### config.mk
export PLATFORM = sky130hd
export DESIGN_NAME = vending_fsm
export DESIGN_NICKNAME = d
export VERILOG_FILES = /design/src/rtl/vending_fsm.sv
export SDC_FILE = /design/constraint.sdc
export NUM_CORES = 1
export LEC_CHECK = 0
export CORE_UTILIZATION = 25
export CTS_BUF_LIST = sky130_fd_sc_hd__clkbuf_8
export DETAILED_ROUTE_END_ITERATION = 6
export GPL_TIMING_DRIVEN = 0
export MAX_ROUTING_LAYER = met4
export PLACE_DENSITY_LB_ADDON = 0.08
export SYNTH_ARGS = -nofsm -noshare
export SYNTH_HDL_FRONTEND = slang
export SYNTH_SLANG_ARGS = --single-unit
### constraint.sdc
create_clock -name sys_clk -period 6 [get_ports sys_clk]
set_clock_uncertainty 0.2 [all_clocks]
set_input_delay 1.5 -clock sys_clk [delete_from_list [all_inputs] [get_ports sys_clk]]
set_output_delay 1.5 -clock sys_clk [all_outputs]
set_load 0.02 [all_outputs]
### src/rtl/vending_fsm.sv
// vending_fsm: two-coin vending controller with serial half-unit change/refund; optional idle auto-refund under `VEND_TIMEOUT_EN
module vending_fsm #(
    parameter int PRICE   = 5,
    parameter int CNT_W   = 4,
    parameter int TIMEOUT = 1000
) (
    input  logic             sys_clk,
    input  logic             sys_rst,
    input  logic             pi_money_half,
    input  logic             pi_money_one,
    input  logic             pi_cancel,
    output logic             po_cola,
    output logic             po_change,
    output logic             po_reject,
    output logic             po_busy,
    output logic [CNT_W-1:0] po_credit
);
    localparam logic [3:0] IDLE    = 4'b0001;
    localparam logic [3:0] COLLECT = 4'b0010;
    localparam logic [3:0] VEND    = 4'b0100;
    localparam logic [3:0] CHANGE  = 4'b1000;
    localparam logic [CNT_W:0] PRICE_V = (CNT_W+1)'(PRICE);

    logic [3:0]       state_q, state_d;
    logic [CNT_W-1:0] credit_q, credit_d;
    logic             reject_q, reject_d;
    logic [1:0]       add;
    logic [CNT_W:0]   sum;
    logic             tmo_fire;
    logic             cancel;

    assign add    = {1'b0, pi_money_half} + {pi_money_one, 1'b0};
    assign sum    = {1'b0, credit_q} + {{(CNT_W-1){1'b0}}, add};
    assign cancel = pi_cancel | tmo_fire;

`ifdef VEND_TIMEOUT_EN
    localparam int TW = $clog2(TIMEOUT + 1);
    logic [TW-1:0] tmo_q, tmo_d;

    assign tmo_fire = (state_q == COLLECT) && (add == 2'd0) && (tmo_q == TW'(TIMEOUT - 1));

    // idle-cycle counter: runs only while collecting with no coin arriving
    always_comb tmo_d = ((state_q == COLLECT) && (add == 2'd0) && !tmo_fire) ? tmo_q + 1'b1 : '0;

    // timeout counter register
    always_ff @(posedge sys_clk or posedge sys_rst)
        if (sys_rst) tmo_q <= '0;
        else         tmo_q <= tmo_d;
`else
    // auto-refund is compiled out; credit is held in COLLECT indefinitely
    assign tmo_fire = (TIMEOUT < 0);
`endif

    // next-state and credit update
    always_comb begin
        state_d  = IDLE;
        credit_d = '0;
        reject_d = 1'b0;
        case (state_q)
            IDLE, COLLECT: begin
                if (cancel && sum != '0) begin
                    state_d  = CHANGE;
                    credit_d = CNT_W'(sum);
                end else if (sum >= PRICE_V) begin
                    state_d  = VEND;
                    credit_d = CNT_W'(sum - PRICE_V);
                end else begin
                    state_d  = (sum != '0) ? COLLECT : IDLE;
                    credit_d = CNT_W'(sum);
                end
            end
            VEND: begin
                state_d  = (credit_q != '0) ? CHANGE : IDLE;
                credit_d = credit_q;
                reject_d = pi_money_half | pi_money_one;
            end
            CHANGE: begin
                state_d  = (credit_q > CNT_W'(1)) ? CHANGE : IDLE;
                credit_d = (credit_q != '0) ? credit_q - 1'b1 : '0;
                reject_d = pi_money_half | pi_money_one;
            end
            default: begin
                state_d  = IDLE;
                credit_d = '0;
            end
        endcase
    end

    // state, credit and reject registers
    always_ff @(posedge sys_clk or posedge sys_rst)
        if (sys_rst) begin
            state_q  <= IDLE;
            credit_q <= '0;
            reject_q <= 1'b0;
        end else begin
            state_q  <= state_d;
            credit_q <= credit_d;
            reject_q <= reject_d;
        end

    assign po_cola   = (state_q == VEND);
    assign po_change = (state_q == CHANGE);
    assign po_busy   = po_cola | po_change;
    assign po_reject = reject_q;
    assign po_credit = credit_q;
endmodule

; ---- After elaboration in Yosys (flattened, before gate mapping)
; Index checks and enable logic that the tools add are counted.
[classes]
n_addsub = 4
magnitude_cmp = 2
eq_ne = 4
n_mux = 11
bitwise = 2
n_reduce_logical = 5
[op_table]
columns = operator, n
row1 = two-way mux 4 bit, 6
row2 = one-hot mux 4 bit (3 select lines), 2
row3 = adder 4 x 2 -> 5 bit, 1
row4 = "greater-or-equal comparator 5 x 3 -> 1 bit, second input constant", 1
row5 = nonzero test 5 bit, 1
row6 = "== test 4 x 1 -> 1 bit, second input constant", 1
row7 = "== test 4 x 2 -> 1 bit, second input constant", 1
row8 = "== test 4 x 3 -> 1 bit, second input constant", 1
row9 = "== test 4 bit, second input constant", 1
row10 = "> comparator 4 x 1 -> 1 bit, second input constant", 1
row11 = nonzero test 4 bit, 1
row12 = OR reduction 2 bit, 2
row13 = "subtractor 4 x 1 -> 4 bit, second input constant", 1
row14 = "subtractor 4 x 3 -> 4 bit, second input constant", 1
row15 = two-way mux 3 bit, 1
row16 = adder 1 x 2 -> 2 bit, 1
row17 = two-way mux 2 bit, 1
row18 = OR 1 bit, 2
row19 = logical AND 1 bit, 1
row20 = two-way mux 1 bit, 1
[word_totals]
reg_bits = 9
output_inout_bits = 8
wordCells = 31

; ---- Logic depth before layout (Yosys ltp)
[logic_depth]
ltp_word = 7
ltp_mapped = 9
ltp_nobuf = 9

; ---- Worst setup path before layout
; Ideal clock, no wire load.
[synth_timing]
path_kind = input to register
startpoint = in pi_money_half
endpoint = reg credit_q[1], in the netlist po_credit[1]
setup_time_ns = 0.128
t_arrival_ns = 3.483
required_time_ns = 5.672
slack_ns = 2.189
cell_stages = 9
n_path_buf = 0
path_cell_list = ha_1 inv_1 fa_1 ha_1 or3b_2 a2bb2oi_1 a22o_4 mux2i_1 o21ai_0
[synth_via]
elab_chain_len = 6
[synth_rtl]
columns = item, line_no
row1 = from (decl), 9  ; input logic pi_money_half,
row2 = adder 1 x 2 -> 2 bit (*), 32  ; assign add = {1'b0, pi_money_half} + {pi_money_one, 1'b0};
row3 = adder 4 x 2 -> 5 bit (*), 33  ; assign sum = {1'b0, credit_q} + {{(CNT_W-1){1'b0}}, add};
row4 = "subtractor 4 x 3 -> 4 bit, or another cell as far along", 66  ; credit_d = CNT_W'(sum - PRICE_V);
row5 = two-way mux 4 bit / logical AND 1 bit (equally long branches), "64, 61"
row6 = two-way mux 4 bit (*), 61  ; if (cancel && sum != '0) begin
row7 = one-hot mux 4 bit (3 select lines) (*), 59  ; case (state_q)
row8 = to (signal assigned), 97  ; credit_q <= credit_d;
row9 = to (decl), 25  ; logic [CNT_W-1:0] credit_q, credit_d;
; Mark *: on every way between the ends. The rest lies on a longest branch, timed or not.
; A chain may end at the register's enable or synchronous reset.

; ---- Worst setup path in the final report
; Same ends and word-level chain as after synthesis.

==> qor.yml <==
status: "finished clean"
clk_latency_ns: 0.23
power_leakage_nw: 0.408
synthArstFlopShare_pct: 100
grt_overflow_total: 0
synth_edf_count: 0
drc: 0
initial_core_util_pct: 27.0
drt-initial-drc-count: 24
crit_top_cell: "ha_1"
gp_congestion: 0.704
arrival_ns: 4.23
seq_area_frac_synth_pct: 29.6
required_ns: 5.90
wl_um: 1890
synth_cell_type_count: 37
drt_pass1_iterations: 4
hold_class: "flip-flop to flip-flop"
worstPathMaxFanout: 6
cts_hold_buf: 0
setup_ws_ns: 1.67
post_cts_buffers: 0
synth_cells: 87
cts-root-buf: "clkbuf_8"
setup_viol: 0
p_per_area_nw_per_um2: 521
p_int_mw: 0.280
grt.busiest_layer: "met2"
slowest_stage: "fa_1"
cap_violations: 0
fmax_mhz: 231
synth-seq-cells: 9
synth_area_um2: 764
met3_usage_pct: 4.76
path_cells: "clkdlybuf4s50_1, ha_1, inv_1, fa_1, ha_1, or3b_2, a2bb2oi_1, a22o_4, mux2i_1, o21ai_0"
fp-row-count: 19
clock-sinks: 9
final_nets: 115
finalSetupTns_ns: 0
antenna_found_initial: 0
grt_pass1_wl_um: 3140
p_total_mw: 0.505
hpwl_um: 1500
p_clk_share_pct: 13.5
clk_path_buf_depth: 2
n_antenna_cell: 0
num_vias: 695
synth_common_cells: "9 x inv_1, 8 x dfrtp_1, 8 x nor2_1"
min_period_ns: 4.33
die_y_um: 57.3
met2_usage_pct: 22.0
dieArea_um2: 3280
netlist.area_leader.share_pct: 26.2
max_stage_delay_ns: 0.54
numPortBuffers: 12
met1_usage_pct: 15.8
grt_usage_pct: 13.6
power.switching_mw: 0.225
p_seq_share_pct: 24.1
viasPerCell: 5.19
core_area_um2: 2830
cts_tree: "done"
period_share_pct: 72.2
crit_type: "primary input to flip-flop"
io_pins: 13
synth_nets: 98
wl_per_cell_um: 14.1
cts_resized: 0
drv_slew: 0
htreeDepth: 1
ir_drop_mv: 0.159
slew_headroom_pct: 54.4
final_hold_viol_count: 0
yosys-top-cells-area: "dfrtp_1 26%, ha_1 8.2%, inv_1 4.4%, nor3_1 3.9%, nor2_1 3.9%"
grt_max_degree: 11
yosysWarnings: 0
cts_made_buffers: 3
cp-start-kind: "primary input"
drive_gt1_share_pct: 10.7
endpoint_kind: "flip-flop"
syn2layout_area_growth_pct: 26.7
synth_ff_type: "dfrtp_1"
clk_pin_slew_ns: 0.04
die_w_um: 57.3
grt_pass1_vias: 647
syn_avg_cell_area_um2: 8.79
ant_nets: 0
synth_top_cell_by_area: "dfrtp_1"
comb_power_share_pct: 62.5
place_ws_ns: 1.42
synth_most_common_cell: "inv_1"
tightest_slew_ns: 0.679
rsz0062_at_grt: "false"
swShare_pct: 44.6
==> through the flow <==
step                utilization, %  cell area [um2]  cells  hold slack, ns
global placement              32.6              923    130           0.417
detailed placement            32.6              923    130           0.421
floorplan                        -              764     87           0.387
finish                        34.2              968    134           0.426
global route                  34.2              968    134           0.468
CTS                           34.2              968    134           0.431
==> metal layers <==
layer  wire length [um]  vias to the layer above
li1                   -                      345
met1                919                      333
met5                  0                        -
met4                  8                        0
met3                 88                        2
met2                872                       15
==> layout by cell type (no fill, tap or decap), drive strengths merged, types with 3 or more instances in the layout <==
master,instances
a21oi,4
a2bb2oi,4
clkbuf,4
clkdlybuf4s50,12
dfrtp,8
ha,5
inv,10
nand2,4
nand3,4
nor2,8
nor3,6
o21ai,4
xnor2,3
==> power by group through the flow <==
| stage | combinational, mW | sequential, mW | clock (mW) |
|---|---|---|---|
| 3_3_place_gp | 0.318 | 0.123 | 0 |
| 2_1_floorplan | 0.222 | 0.127 | 0 |
| 3_5_place_dp | 0.317 | 0.123 | 0 |
| 6_report | 0.315 | 0.122 | 0.0680 |
| 5_1_grt | 0.354 | 0.126 | 0.0732 |
| 4_1_cts | 0.319 | 0.122 | 0.0716 |
==> registers in the layout, summed over array words and instances, names as in the netlist <==
name	count
po_credit	4
state_q	4
po_reject	1
==> kinds of logic (layout without fill, tap and decap cells) <==
family	Yosys count	after routing	share of synthesized area (%)
AO/OA/AOI/OAI	23	23	22.6
XOR/XNOR	4	4	4.58
adder cells (fa/ha/maj)	6	6	10.8
buffers and inverters	11	27	6.55
flip-flops	9	9	29.6
multiplexers	1	1	1.31
AND/OR/NAND/NOR	33	33	24.6
==> path summary, 6_finish.rpt <==
check	start	endpoint	slack, ns	depth (start not counted)
setup / recovery	pi_money_half	po_credit[1]$_DFFE_PP0N_	1.67	10
hold / removal	state_q[0]$_DFF_PP1_	po_credit[2]$_DFFE_PP0N_	0.43	3
setup reg to reg	po_credit[0]$_DFFE_PP0N_	po_credit[1]$_DFFE_PP0N_	2.91	9
hold reg to reg	state_q[0]$_DFF_PP1_	po_credit[2]$_DFFE_PP0N_	0.43	3
max in group asynchronous	sys_rst	state_q[0]$_DFF_PP1_	3.96	2
min in group asynchronous	sys_rst	po_credit[2]$_DFFE_PP0N_	1.34	2
==> layout make-up <==
| class | instances | area [um2] |
|---|---|---|
| Fill cell | 316 | 1860 |
| Multi-Input combinational cell | 67 | 488 |
| Sequential cell | 9 | 226 |
| Timing Repair Buffer | 12 | 120 |
| Clock buffer | 3 | 41.3 |
| Tap cell | 31 | 38.8 |
| Inverter | 9 | 33.8 |
| Buffer | 2 | 16.3 |
| Clock inverter | 1 | 3.75 |
==> worst max-delay path, delay by kind of cell <==
kind            cells  cell delay (ns)
simple gates        1             0.43
fa+ha+maj           3             0.98
compound gates      3             0.58
mux                 1             0.18
buf+inv             2             0.54
Note: power is estimated with default switching activity, not from simulation.
